`src/rtl/alu_pkg.sv`:
```
// Shared types and flag bit positions for the ARM32 datapath ALU.
package alu_pkg;

   typedef enum logic [1:0] {
      ALU_ADD = 2'b00,
      ALU_SUB = 2'b01,
      ALU_AND = 2'b10,
      ALU_OR  = 2'b11
   } alu_op_e;

   localparam int FLAG_N = 3;
   localparam int FLAG_Z = 2;
   localparam int FLAG_C = 1;
   localparam int FLAG_V = 0;

endpackage : alu_pkg

```
`src/rtl/alu_core.sv`:
```
// Combinational ALU datapath: result and NZCV flags from two operands and an opcode.
module alu_core
   import alu_pkg::*;
#(
   parameter int WIDTH = 32
) (
   input  logic [WIDTH-1:0] i_a,
   input  logic [WIDTH-1:0] i_b,
   input  alu_op_e          i_op,
   output logic [WIDTH-1:0] o_result,
   output logic [3:0]       o_flags
);

   logic [WIDTH:0]   w_sum;
   logic [WIDTH-1:0] w_result;
   logic             w_c;
   logic             w_v;

   // Operation select; subtraction is A + ~B + 1 so C means "no borrow"
   always_comb begin
      w_sum    = {(WIDTH+1){1'b0}};
      w_result = {WIDTH{1'b0}};
      w_c      = 1'b0;
      w_v      = 1'b0;
      case (i_op)
         ALU_ADD: begin
            w_sum    = {1'b0, i_a} + {1'b0, i_b};
            w_result = w_sum[WIDTH-1:0];
            w_c      = w_sum[WIDTH];
            w_v      = (i_a[WIDTH-1] == i_b[WIDTH-1]) && (w_sum[WIDTH-1] != i_a[WIDTH-1]);
         end
         ALU_SUB: begin
            w_sum    = {1'b0, i_a} + {1'b0, ~i_b} + {{WIDTH{1'b0}}, 1'b1};
            w_result = w_sum[WIDTH-1:0];
            w_c      = w_sum[WIDTH];
            w_v      = (i_a[WIDTH-1] != i_b[WIDTH-1]) && (w_sum[WIDTH-1] != i_a[WIDTH-1]);
         end
         ALU_AND: begin
            w_result = i_a & i_b;
         end
         ALU_OR: begin
            w_result = i_a | i_b;
         end
         default: begin
            w_result = {WIDTH{1'b0}};
         end
      endcase
   end

   // Flag packing shared by every operation
   always_comb begin
      o_flags         = 4'b0000;
      o_flags[FLAG_N] = w_result[WIDTH-1];
      o_flags[FLAG_Z] = (w_result == {WIDTH{1'b0}});
      o_flags[FLAG_C] = w_c;
      o_flags[FLAG_V] = w_v;
   end

   assign o_result = w_result;

endmodule : alu_core

```
`src/rtl/alu.sv`:
```
// Registered 32-bit ALU with valid pipeline and NZCV flags.
// Optional sticky overflow flag (v_sticky / sticky_clr) enabled by defining ALU_STICKY_V_EN.
module alu
   import alu_pkg::*;
#(
   parameter int WIDTH = 32
) (
   input  logic             clk,
   input  logic             rst_n,
`ifdef ALU_STICKY_V_EN
   input  logic             sticky_clr,
   output logic             v_sticky,
`endif
   input  logic             in_valid,
   input  logic [WIDTH-1:0] SrcA,
   input  logic [WIDTH-1:0] SrcB,
   input  logic [1:0]       ALUControl,
   output logic             out_valid,
   output logic [WIDTH-1:0] ALUResult,
   output logic [3:0]       ALUFlag
);

   logic [WIDTH-1:0] w_result;
   logic [3:0]       w_flags;
   logic [WIDTH-1:0] r_result;
   logic [3:0]       r_flags;
   logic             r_valid;

   alu_core #(
      .WIDTH (WIDTH)
   ) u_core (
      .i_a      (SrcA),
      .i_b      (SrcB),
      .i_op     (alu_op_e'(ALUControl)),
      .o_result (w_result),
      .o_flags  (w_flags)
   );

   // Output registers capture only on in_valid, otherwise hold the last result
   always_ff @(posedge clk or negedge rst_n) begin
      if (!rst_n) begin
         r_result <= {WIDTH{1'b0}};
         r_flags  <= 4'b0000;
         r_valid  <= 1'b0;
      end else if (in_valid) begin
         r_result <= w_result;
         r_flags  <= w_flags;
         r_valid  <= 1'b1;
      end else begin
         r_valid  <= 1'b0;
      end
   end

`ifdef ALU_STICKY_V_EN
   logic r_v_sticky;

   // A new overflow takes priority over a clear in the same cycle
   always_ff @(posedge clk or negedge rst_n) begin
      if (!rst_n) begin
         r_v_sticky <= 1'b0;
      end else if (in_valid && w_flags[FLAG_V]) begin
         r_v_sticky <= 1'b1;
      end else if (sticky_clr) begin
         r_v_sticky <= 1'b0;
      end else begin
         r_v_sticky <= r_v_sticky;
      end
   end

   assign v_sticky = r_v_sticky;
`endif

   assign out_valid = r_valid;
   assign ALUResult = r_result;
   assign ALUFlag   = r_flags;

endmodule : alu

```
`config.mk`:
```
export PLATFORM = sky130hd
export DESIGN_NAME = alu
export DESIGN_NICKNAME = d
export VERILOG_FILES = /design/src/rtl/alu_pkg.sv /design/src/rtl/alu_core.sv /design/src/rtl/alu.sv
export SDC_FILE = /design/constraint.sdc
export NUM_CORES = 1
export LEC_CHECK = 0
export CAP_MARGIN = 40
export CORE_MARGIN = 10
export CORE_UTILIZATION = 30
export CTS_BUF_LIST = sky130_fd_sc_hd__clkbuf_8
export CTS_CLUSTER_DIAMETER = 30
export DETAILED_ROUTE_END_ITERATION = 7
export PLACE_DENSITY_LB_ADDON = 0.12
export SLEW_MARGIN = 0
export SYNTH_ARGS = -nofsm -noshare
export SYNTH_HDL_FRONTEND = slang
export SYNTH_SLANG_ARGS = --single-unit
```
`constraint.sdc`:
```
create_clock -name clk -period 2.25 [get_ports clk]
set_input_delay 0.45 -clock clk [delete_from_list [all_inputs] [get_ports clk]]
set_output_delay 0.45 -clock clk [all_outputs]
set_load 0.05 [all_outputs]
```
Word level (Yosys, flattened, before mapping)
Cells that the tools add are included.

cells by class
  add/subtract/negate cells = 3
  eq/ne operators = 7
  multiplexer cells = 4
  bitwise gates (word level) = 3
  reductions and logical operators = 4

operators with widths
  operator                                              count
  case mux 32 bit (4 select lines)                      1
  adder 32 x 32 -> 33 bit                               2
  adder 33 x 1 -> 33 bit (second input constant)        1
  bitwise AND 32 bit                                    1
  zero test 32 bit                                      1
  inverter 32 bit                                       1
  OR 32 bit                                             1
  equality test 2 bit (second input constant)           2
  case mux 1 bit (2 select lines)                       2
  inequality test 1 bit                                 3
  equality test 2 x 1 -> 1 bit (second input constant)  1
  logical AND 1 bit                                     2
  zero test 2 bit                                       1
  equality test 1 bit                                   1
  two-way mux 1 bit                                     1

word-level totals
  bits in registers = 37
  input bits = 69

Longest topological paths before layout
Gate-level depths: netlist of run 1.

  depth in word-level cells = 6
  gate-level depth with buffers = 15
  depth with buffers taken out = 14

Cells and area by module
Synthesis of run 1 repeated with hierarchy kept, for this count alone.

unflattened totals
  cell total of the unflattened synthesis = 910
  area, all modules = 6,855.3 um^2

by module, submodules not included
  module    times used  cells each  area an instance (um^2)  seq. area each (um^2)
  alu_core  1           833         5,340.1                  0.0
  alu       1           77          1,515.2                  925.9

Least setup slack after synthesis of run 1
Ideal clock, no wire load.

  path kind = input-to-reg
  start = in SrcA[0]
  end = reg r_flags[2], in the netlist ALUFlag[2]
  data arrival time = 3.581 ns
  data required time = 2.174 ns
  slack = -1.407 ns
  stages = 13
  cells stage by stage = ha_1 fa_1 a21o_1 a311oi_2 o21ai_1 a21oi_1 a221oi_1 or4_1 or4_1 or4_1 nor4_1 nand4b_1 o21ai_1

between the ends
  word-level cells in the longest chain between the ends = 4

RTL lines
  element                               line            RTL
  start, declared                       alu.sv:15       input logic [WIDTH-1:0] SrcA,
  adder 32 x 32 -> 33 bit               alu_core.sv:33  w_sum = {1'b0, i_a} + {1'b0, ~i_b} + {{WIDTH{1'b0}}, 1'b1};
  adder 33 x 1 -> 33 bit                alu_core.sv:33
  case mux 32 bit (4 select lines) (*)  alu_core.sv:25  case (i_op)
  zero test 32 bit (*)                  alu_core.sv:54  o_flags[FLAG_Z] = (w_result == {WIDTH{1'b0}});
  end signal, assigned                  alu.sv:47       r_flags <= w_flags;
  end, declared                         alu.sv:26       logic [3:0] r_flags;

Every way passes the cells marked *; elsewhere a longest branch is shown, timed or not.
A chain may end at the register's enable or synchronous reset.

Worst setup path after layout of run 1
  start = in SrcB[0]
  end = reg r_flags[2], in the netlist ALUFlag[2]

between the ends
  word-level cells in the longest chain between the ends = 5

RTL lines
  element                               line            RTL
  start, declared                       alu.sv:16       input logic [WIDTH-1:0] SrcB,
  inverter 32 bit                       alu_core.sv:33
  adder 32 x 32 -> 33 bit               alu_core.sv:33
  adder 33 x 1 -> 33 bit                alu_core.sv:33
  case mux 32 bit (4 select lines) (*)  alu_core.sv:25
  zero test 32 bit (*)                  alu_core.sv:54

Marks and branches as above.

==> results.md, run 1 <==
Synthesis:
- The netlist area before placement is 0.00662 sq mm.
- The number of distinct standard cells referenced by the synthesized netlist is 88.
- The async set-or-reset flop fraction in the synthesized netlist is 100%.
- When the netlist entered floorplanning its net count stood at approximately 1100.
- Counting every instance in the synthesized netlist gives 900.
- In this run, synthesis inferred 0 flip-flops with an integrated enable.
- After synthesis, the cell types taking the most area are sky130_fd_sc_hd__ha_1, sky130_fd_sc_hd__dfrtp_1, sky130_fd_sc_hd__a21oi_1, sky130_fd_sc_hd__inv_1, sky130_fd_sc_hd__nor2_1.
- The cell taking the most area after synthesis is sky130_fd_sc_hd__ha_1.
- Yosys printed 0 warnings.
- Sequential cells were found to cover 13.6% of the synthesized design area.
- After synthesis, the mean cell area works out to 7.35 sq um.
- The area share of the largest cell type after synthesis is 18.2%.
- The number of flip-flops and latches in the synthesized netlist is 36.
- Among all flip-flop cells after synthesis, the most frequent one is sky130_fd_sc_hd__dfrtp_1.

Die:
- The effective utilization at floorplan is 30.4%.
- The floorplan die width is 168 microns.
- The core region is 0.0218 sq mm.
- The floorplan die height is 168 microns.
- In this run the count of I/O pins placed on the die edge is 106.
- The placement row count is 54.
- The area of the die is 0.0284 sq mm.

Power:
- The clock share of power is 9.7%.
- Sequential cells burn 16.3% of the power.
- The analysis attributes to cell leakage a power of 0.00567 uW.
- The worst-case IR drop observed on VDD is between 0.2 and 0.25 mV.
- The switching power summed over all nets is 2290 uW.
- The part of the power in combinational logic is 74.0%.
- Dividing total power by cell area gives a power density of 410 mW/mm^2.
- Cell internal power was estimated by the tool at 2770 uW.
- The net switching fraction of the power is 45.3%.

Cells and area:
- The most common library cell in the layout ignoring fill and taps is sky130_fd_sc_hd__buf_4.
- The final net count is around 1500.
- Summing all non-filler instances in the final layout gives an area of 0.0123 sq mm.
- The post-route non-filler standard cell count is 1638.
- The fraction of final layout cells sized beyond drive strength 1 is 50.3%.
- In the layout the commonest cells are sky130_fd_sc_hd__buf_4, sky130_fd_sc_hd__nor2_1, sky130_fd_sc_hd__nand2_1.
- 0 antenna diodes ended up in the layout.
- Compared with the post-synthesis result, the final layout area differs by 86.6%.

Global route:
- The remaining global-route overflow is 0.
- The global-route wire length before repair is 45200 microns.
- Entering global routing, the biggest net connects 39 pins.
- The global-route usage over all layers is 19.3%.
- The number of antenna violations at the first check in global routing is 0.
- The via count of the first global-routing pass is 8527.

Placement:
- In this run, placement finished with an instance count of ~1600.
- Before CTS, the worst setup slack after placement is -1.95 ns.
- At the end of routability-driven placement, the weighted congestion stood at between 0.9 and 1.
- Summing all placed instances gives a cell area of 0.0107 sq mm.
- Detailed placement finished with a half-perimeter wire length of 23300 microns.
- Buffers placed on the I/O ports in this run total 105.

Timing:
- The final hold violation count is 0.
- Setup total negative slack on the finished layout was measured at -16.42 ns.
- The worst-margin pin slew is 0.562 ns.
- The final-report setup violation count is 27.
- The time the worst path needs with I/O delays and setup is 3.50 ns.
- Setup repair after global routing could not meet its margin everywhere.
- Timing would allow up to about 290 MHz.
- Clock skew on the completed layout was measured at 0 ns.
- The worst pin sits at a relative slew slack of 62.4%.
- The max-slew violation total from the final report is 0.
- The ratio of final minimum period to clock period is 155%.
- Across all setup checks in the final design, the least slack found is -1.25 ns.

Route:
- In the routed layout, each cell is associated on average with a via count of 5.12.
- The detailed router finished its first iteration with 503 violations.
- The length of the first detailed-routing pass in iterations is 5.
- The average detailed-routed wire length per instance is approximately 18 microns.
- The count of nets left with antenna violations once routing finished came out at 0.
- The via count is 8380.
- The total detailed-routing wirelength is 29000 microns.
- After detailed routing, the number of remaining DRC violations is 0.

Critical path:
- For the worst setup path, the data required time is 2.47 ns.
- The nature of the critical path startpoint is a primary input.
- The source of the worst register-to-register timing path is ALUResult[10].
- The worst setup path is captured at a flip-flop.
- The maximum fanout along the worst path is 3.
- The data arrival time of the critical path is 3.72 ns.
- The type of the setup path with the least slack is in -> reg.
- In this run the worst setup path begins at SrcB[0].

Clocking:
- TritonCTS built the clock tree.
- In this run the number of H-tree levels came out at 2.
- Clock latency on the worst-skew pair, taken at its later pin, is 0.30 ns.
- The worst-case clock buffer depth is 2.
- The clock slew at the register clock pins of the worst setup and hold paths is approximately 0.080 ns.
- In this run the clock root is driven by a sky130_fd_sc_hd__clkbuf_8.
- In this run, CTS created clock tree buffers numbering 5.
- The number of hold-repair buffers added at the cts stage is 0.
- The clock sink count is 36.

Run status:
- The flow ran to the end, but the final reports show violations.
- The checks that failed: setup timing.

Run:
- The reported max-cap violation count is 0.

Worst hold path:
- The type of the most critical hold path is in -> async.
critical path, cell delays in order:
cell,delay [ns]
sky130_fd_sc_hd__buf_8,0.10
sky130_fd_sc_hd__buf_6,0.11
sky130_fd_sc_hd__ha_4,0.15
sky130_fd_sc_hd__fa_2,0.37
sky130_fd_sc_hd__o21bai_4,0.17
sky130_fd_sc_hd__and3_4,0.22
sky130_fd_sc_hd__o31ai_1,0.07
sky130_fd_sc_hd__a21oi_1,0.21
sky130_fd_sc_hd__a221oi_2,0.07
sky130_fd_sc_hd__or4_1,0.55
sky130_fd_sc_hd__or4_4,0.43
sky130_fd_sc_hd__or4_4,0.42
sky130_fd_sc_hd__nor4_2,0.13
sky130_fd_sc_hd__nand4b_1,0.12
sky130_fd_sc_hd__o21ai_1,0.15
metal layers:
| layer | track usage, % | share of wire [%] | wire, microns | vias up |
|---|---|---|---|---|
| met5 | 0 | 0 | 0 | - |
| met4 | 4.84 | 2.2 | 648 | 0 |
| met1 | 24.6 | 44 | 12900 | 3960 |
| met3 | 1.60 | 4.1 | 1190 | 43 |
| met2 | 34.0 | 49 | 14300 | 215 |
| li1 | - | - | - | 4162 |
power by group through the flow:
stage / sequential, uW / combinational, uW / clock [uW]
3_3_place_gp: 834 / 3170 / 0
3_5_place_dp: 837 / 3180 / 0
2_1_floorplan: 1200 / 1310 / 0
4_1_cts: 827 / 3560 / 504
6_report: 827 / 3750 / 489
5_1_grt: 842 / 3990 / 519
final timing paths:
| path | to | slack [ns] | cells after the start |
|---|---|---|---|
| min in group clk | ALUResult[22] | 0.49 | 1 |
| worst max-delay path | ALUFlag[2] | -1.25 | 15 |
| worst min-delay path | ALUResult[19] | 0.08 | 1 |
| max in group asynchronous | ALUResult[16] | 1.65 | 2 |
| worst min register to register | ALUResult[22] | 0.49 | 1 |
| worst max register to register | ALUResult[10] | 1.41 | 2 |
final cells by class:
cell class / count / area, sq um
Sequential cell: 36 / 901
Inverter: 102 / 437
Tap cell: 280 / 350
Timing Repair Buffer: 501 / 4140
Clock buffer: 5 / 68.8
Clock inverter: 3 / 23.8
Fill cell: 2044 / 9410
Multi-Input combinational cell: 711 / 6420
flip-flops by register name (all words and copies together), names as in the netlist:
| signal | flops |
|---|---|
| ALUFlag | 3 |
| out_valid | 1 |
| ALUResult | 32 |
synthesized netlist by cell type, drive strengths merged, types with 4 or more instances:
cell	number
buf	22
a2bb2oi	4
o211ai	16
o31ai	18
a31oi	6
and2	4
nor2b	10
o31a	5
a21oi	86
o21bai	5
o2111ai	5
clkbuf	28
nor3	20
inv	102
xnor2	18
a311oi	5
ha	96
mux2	13
nand4	11
or3	6
o21ai	64
a221oi	8
nand3	17
or4	7
a211oi	16
nor2	89
mux2i	9
nand2	62
o22ai	6
a31o	5
o21a	11
nor4	6
nand2b	10
o311ai	5
a21o	16
dfrtp	36
o221ai	6
logic make-up (layout without fill, tap and decap cells):
kind of cell             count (synthesis)  count (layout)  share of synthesized area, %
multiplexers                            24              24                          4.26
flip-flops                              36              36                          13.6
AO/OA/AOI/OAI                          311             311                          31.3
XOR/XNOR                                20              20                          2.76
AND/OR/NAND/NOR                        258             258                          19.1
adder cells (fa/ha/maj)                 98              98                          18.8
buffers and inverters                  153             611                          10.2
per-stage QoR:
stage | utilization (%) | power (uW) | hold slack, ns
2_1_floorplan | - | 2510 | 0.154
3_3_place_gp | 49.0 | 4010 | 0.421
3_5_place_dp | 49.0 | 4020 | 0.421
4_1_cts | 54.4 | 4890 | 0.0865
5_1_grt | 56.7 | 5350 | 0.119
6_report | 56.7 | 5060 | 0.0824
repair_timing:
action | in CTS | in global routing
endpoints found under the setup margin | 32 | 29
resized for setup | 306 | 104
pin swaps | 94 | 92
buffers inserted | 44 | 25
Note: power is estimated with default switching activity, not from simulation.
==> run 2: changes to the inputs <==
Settings changed: GPL_TIMING_DRIVEN from default to 0.
==> run 2 against run 1 <==
Compared with the run above: the flow still finishes with violations (setup timing); via count down 8.2%; die area stayed put; clock power shrank 4%; register-to-register slack got worse by 0.04 ns; power shrank 9.5%; critical path type unchanged.
==> results.md, run 2 (synthesized netlist as in run 1, its figures left out) <==
Run status:
- Run status: finished, violations left (unchanged).
- Failing checks: setup timing (unchanged).

Die:
- The count of boundary I/O pins is 106 (unchanged).
- The floorplan die width is 168 microns (unchanged).
- The effective utilization at floorplan is 30.4% (unchanged).
- The area of the die is 0.0284 sq mm (unchanged).
- The placement row count came to 54 (unchanged).
- The core box area is 0.0218 sq mm (unchanged).
- The floorplan die height is 168 microns (unchanged).

Power:
- The areal power density over the cells is 434 mW/mm^2 (was 410 mW/mm^2).
- The leakage dissipation is 0.00446 uW (was 0.00567 uW).
- The share of total power in sequential cells is 18.0% (was 16.3%).
- The net switching fraction of the power is 48.3% (was 45.3%).
- The part of the power in combinational logic came to 71.7% (was 74.0%).
- The internal power is 2370 uW (was 2770 uW).
- The clock share of power was 10.3% (was 9.7%).
- The switching power summed over all nets is 2210 uW (was 2290 uW).
- The highest ir drop seen on vdd came to 0.308 mV (was 0.219 mV).

Critical path:
- The data arrival time of the critical path is 3.82 ns (was 3.72 ns).
- The maximum fanout along the worst path is 10 (was 3).
- The type of the setup path with the least slack is in -> reg (unchanged).
- The endpoint class of the critical path was a flip-flop (unchanged).
- The data required time at the worst endpoint was 2.47 ns (about the same).
- The nature of the critical path startpoint is a primary input (unchanged).

Cells and area:
- The antenna cell count is 0 (unchanged).
- The relative area change from synthesis to final layout is 59.7% (was 86.6%).
- The most common library cell in the layout ignoring fill and taps was sky130_fd_sc_hd__buf_4 (unchanged).
- Most frequent cells in the layout: sky130_fd_sc_hd__buf_4, sky130_fd_sc_hd__nor2_1, sky130_fd_sc_hd__ha_1 (was sky130_fd_sc_hd__buf_4, sky130_fd_sc_hd__nor2_1, sky130_fd_sc_hd__nand2_1).
- The fraction of final layout cells sized beyond drive strength 1 is 37.4% (was 50.3%).
- The fill cell total of the finished layout is 2133 (was 2044).
- The final net count is 1277 (was 1524).
- The flip-flop count of the largest register after layout is 32 (unchanged).

Timing:
- Unrepaired setup endpoints after global routing: yes (unchanged).
- The final hold violation count came to 0 (unchanged).
- The time the worst path needs with I/O delays and setup is 3.60 ns (was 3.50 ns).
- The achievable clock frequency came to 277 MHz (was 286 MHz).
- The slack of the critical path was -1.35 ns (was -1.25 ns).
- The ratio of final minimum period to clock period is 160% (was 155%).
- The worst-case headroom to the max-slew limit is 44.3% (was 62.4%).
- The max-slew violation total from the final report was 0 (unchanged).
- The final-report setup violation count was 29 (was 27).
- The setup clock skew after layout is 0 ns (unchanged).
- The worst-margin pin slew is 0.835 ns (was 0.562 ns).
- The summed negative setup slack over all endpoints was -19.29 ns (was -16.42 ns).

Placement:
- The global placer's final weighted congestion came to 0.901 (was 0.914).
- The total half-perimeter wirelength after legalization and detailed placement is 21300 microns (was 23300 microns).
- The setup slack at placement is -2.43 ns (was -1.95 ns).
- The port buffer count is 105 (unchanged).

Clocking:
- The worst-case clock buffer depth was 2 (unchanged).
- The number of hold-repair buffers added at the cts stage is 0 (unchanged).
- The number of H-tree levels was 2 (unchanged).
- The root buffer cell is sky130_fd_sc_hd__clkbuf_8 (unchanged).
- The clock slew at the register clock pins of the worst setup and hold paths is 0.08 ns (about the same).
- The insertion delay of the later-clocked pin in the worst-skew pair came to 0.29 ns (was 0.30 ns).
- The clock sink count was 36 (unchanged).
- The number of clock buffers inserted by TritonCTS was 5 (unchanged).
- The CTS tree was done (unchanged).

Route:
- The remaining antenna violation count is 0 (unchanged).
- The post-detailed-route via-to-cell ratio is 5.53 (was 5.12).
- The length of the first detailed-routing pass in iterations is 5 (unchanged).
- The violation count after the first detailed-routing iteration is 469 (was 503).
- The total detailed-routing wirelength was 27800 microns (was 29000 microns).
- The average detailed-routed wire length per instance is 20.0 microns (was 17.7 microns).
- The detailed-route DRC error count is 0 (unchanged).
- The via count is 7689 (was 8380).

Global route:
- The global-route wire length before repair is 43700 microns (was 45200 microns).
- The number of antenna violations at the first check in global routing is 0 (unchanged).
- The largest net degree at the start of global routing is 27 (was 39).
- The global-route usage over all layers was 18.7% (was 19.3%).
- The via count of the first global-routing pass is 7719 (was 8527).
- The remaining global-route overflow is 0 (unchanged).

Worst hold path:
- The type of the most critical hold path is in -> async (unchanged).

Run:
- The reported max-cap violation count was 0 (unchanged).
==> run 2: path summary, 6_finish.rpt <==
| check | depth (start not counted) | slack [ns] | to | from |
|---|---|---|---|---|
| setup / recovery | 12 | -1.35 | ALUFlag[2] | ALUControl[1] |
| hold reg to reg | 1 | 0.48 | ALUResult[22] | ALUResult[22] |
| min in group clk | 1 | 0.48 | ALUResult[22] | ALUResult[22] |
| hold / removal | 1 | 0.04 | ALUResult[19] | rst_n |
| max in group asynchronous | 2 | 1.78 | ALUResult[15] | rst_n |
| setup reg to reg | 2 | 1.37 | ALUResult[10] | ALUResult[10] |
==> run 2: worst max-delay path: stages <==
cell                              delay [ns]
sky130_fd_sc_hd__clkdlybuf4s50_1        0.44
sky130_fd_sc_hd__buf_6                  0.18
sky130_fd_sc_hd__nor2_2                 0.46
sky130_fd_sc_hd__a22oi_1                0.14
sky130_fd_sc_hd__o22ai_1                0.20
sky130_fd_sc_hd__o21ai_1                0.08
sky130_fd_sc_hd__or4_4                  0.54
sky130_fd_sc_hd__or4_4                  0.43
sky130_fd_sc_hd__or4_4                  0.46
sky130_fd_sc_hd__nor4_4                 0.17
sky130_fd_sc_hd__nand4b_1               0.13
sky130_fd_sc_hd__o21ai_1                0.14
==> run 2: cell type report <==
type	count	area (sq um)	area share, %
Tap cell	280	350	3.32
Clock inverter	3	18.8	0.178
Multi-Input combinational cell	711	6460	61.1
Sequential cell	36	901	8.53
Clock buffer	5	68.8	0.651
Buffer	44	393	3.72
Timing Repair Buffer	210	1910	18.1
Inverter	102	467	4.42
==> run 2: power by group through the flow <==
stage                     clock [uW]  sequential, uW  combinational, uW
after floorplan                    0            1200               1310
after global placement             0             838               2530
after detailed placement           0             838               2540
after CTS                        485             826               3090
after global routing             511             839               3490
final                            471             824               3280
==> run 2: metal layers <==
| metal | track usage, % | wire length (microns) |
|---|---|---|
| met2 | 31.9 | 13500 |
| met1 | 24.4 | 12300 |
| met5 | 0 | 0 |
| met3 | 2.01 | 1260 |
| met4 | 4.66 | 710 |
==> run 2: what timing repair did <==
action,4_1_cts,5_1_grt
pin swaps,83,61
resized for setup,355,86
buffers inserted,82,22
endpoints found under the setup margin,32,30
hold endpoints to repair,0,0
==> run 2: metrics by stage <==
step / power (uW) / utilization [%] / hold slack, ns / instance area [sq um] / instances
after floorplan: 2510 / - / 0.154 / 7040 / 900
after global placement: 3370 / 38.8 / 0.465 / 8440 / 1285
after detailed placement: 3380 / 38.9 / 0.359 / 8460 / 1287
after CTS: 4400 / 46.5 / 0.0492 / 10100 / 1372
after global routing: 4840 / 48.6 / 0.0515 / 10600 / 1391
final: 4580 / 48.6 / 0.0361 / 10600 / 1391
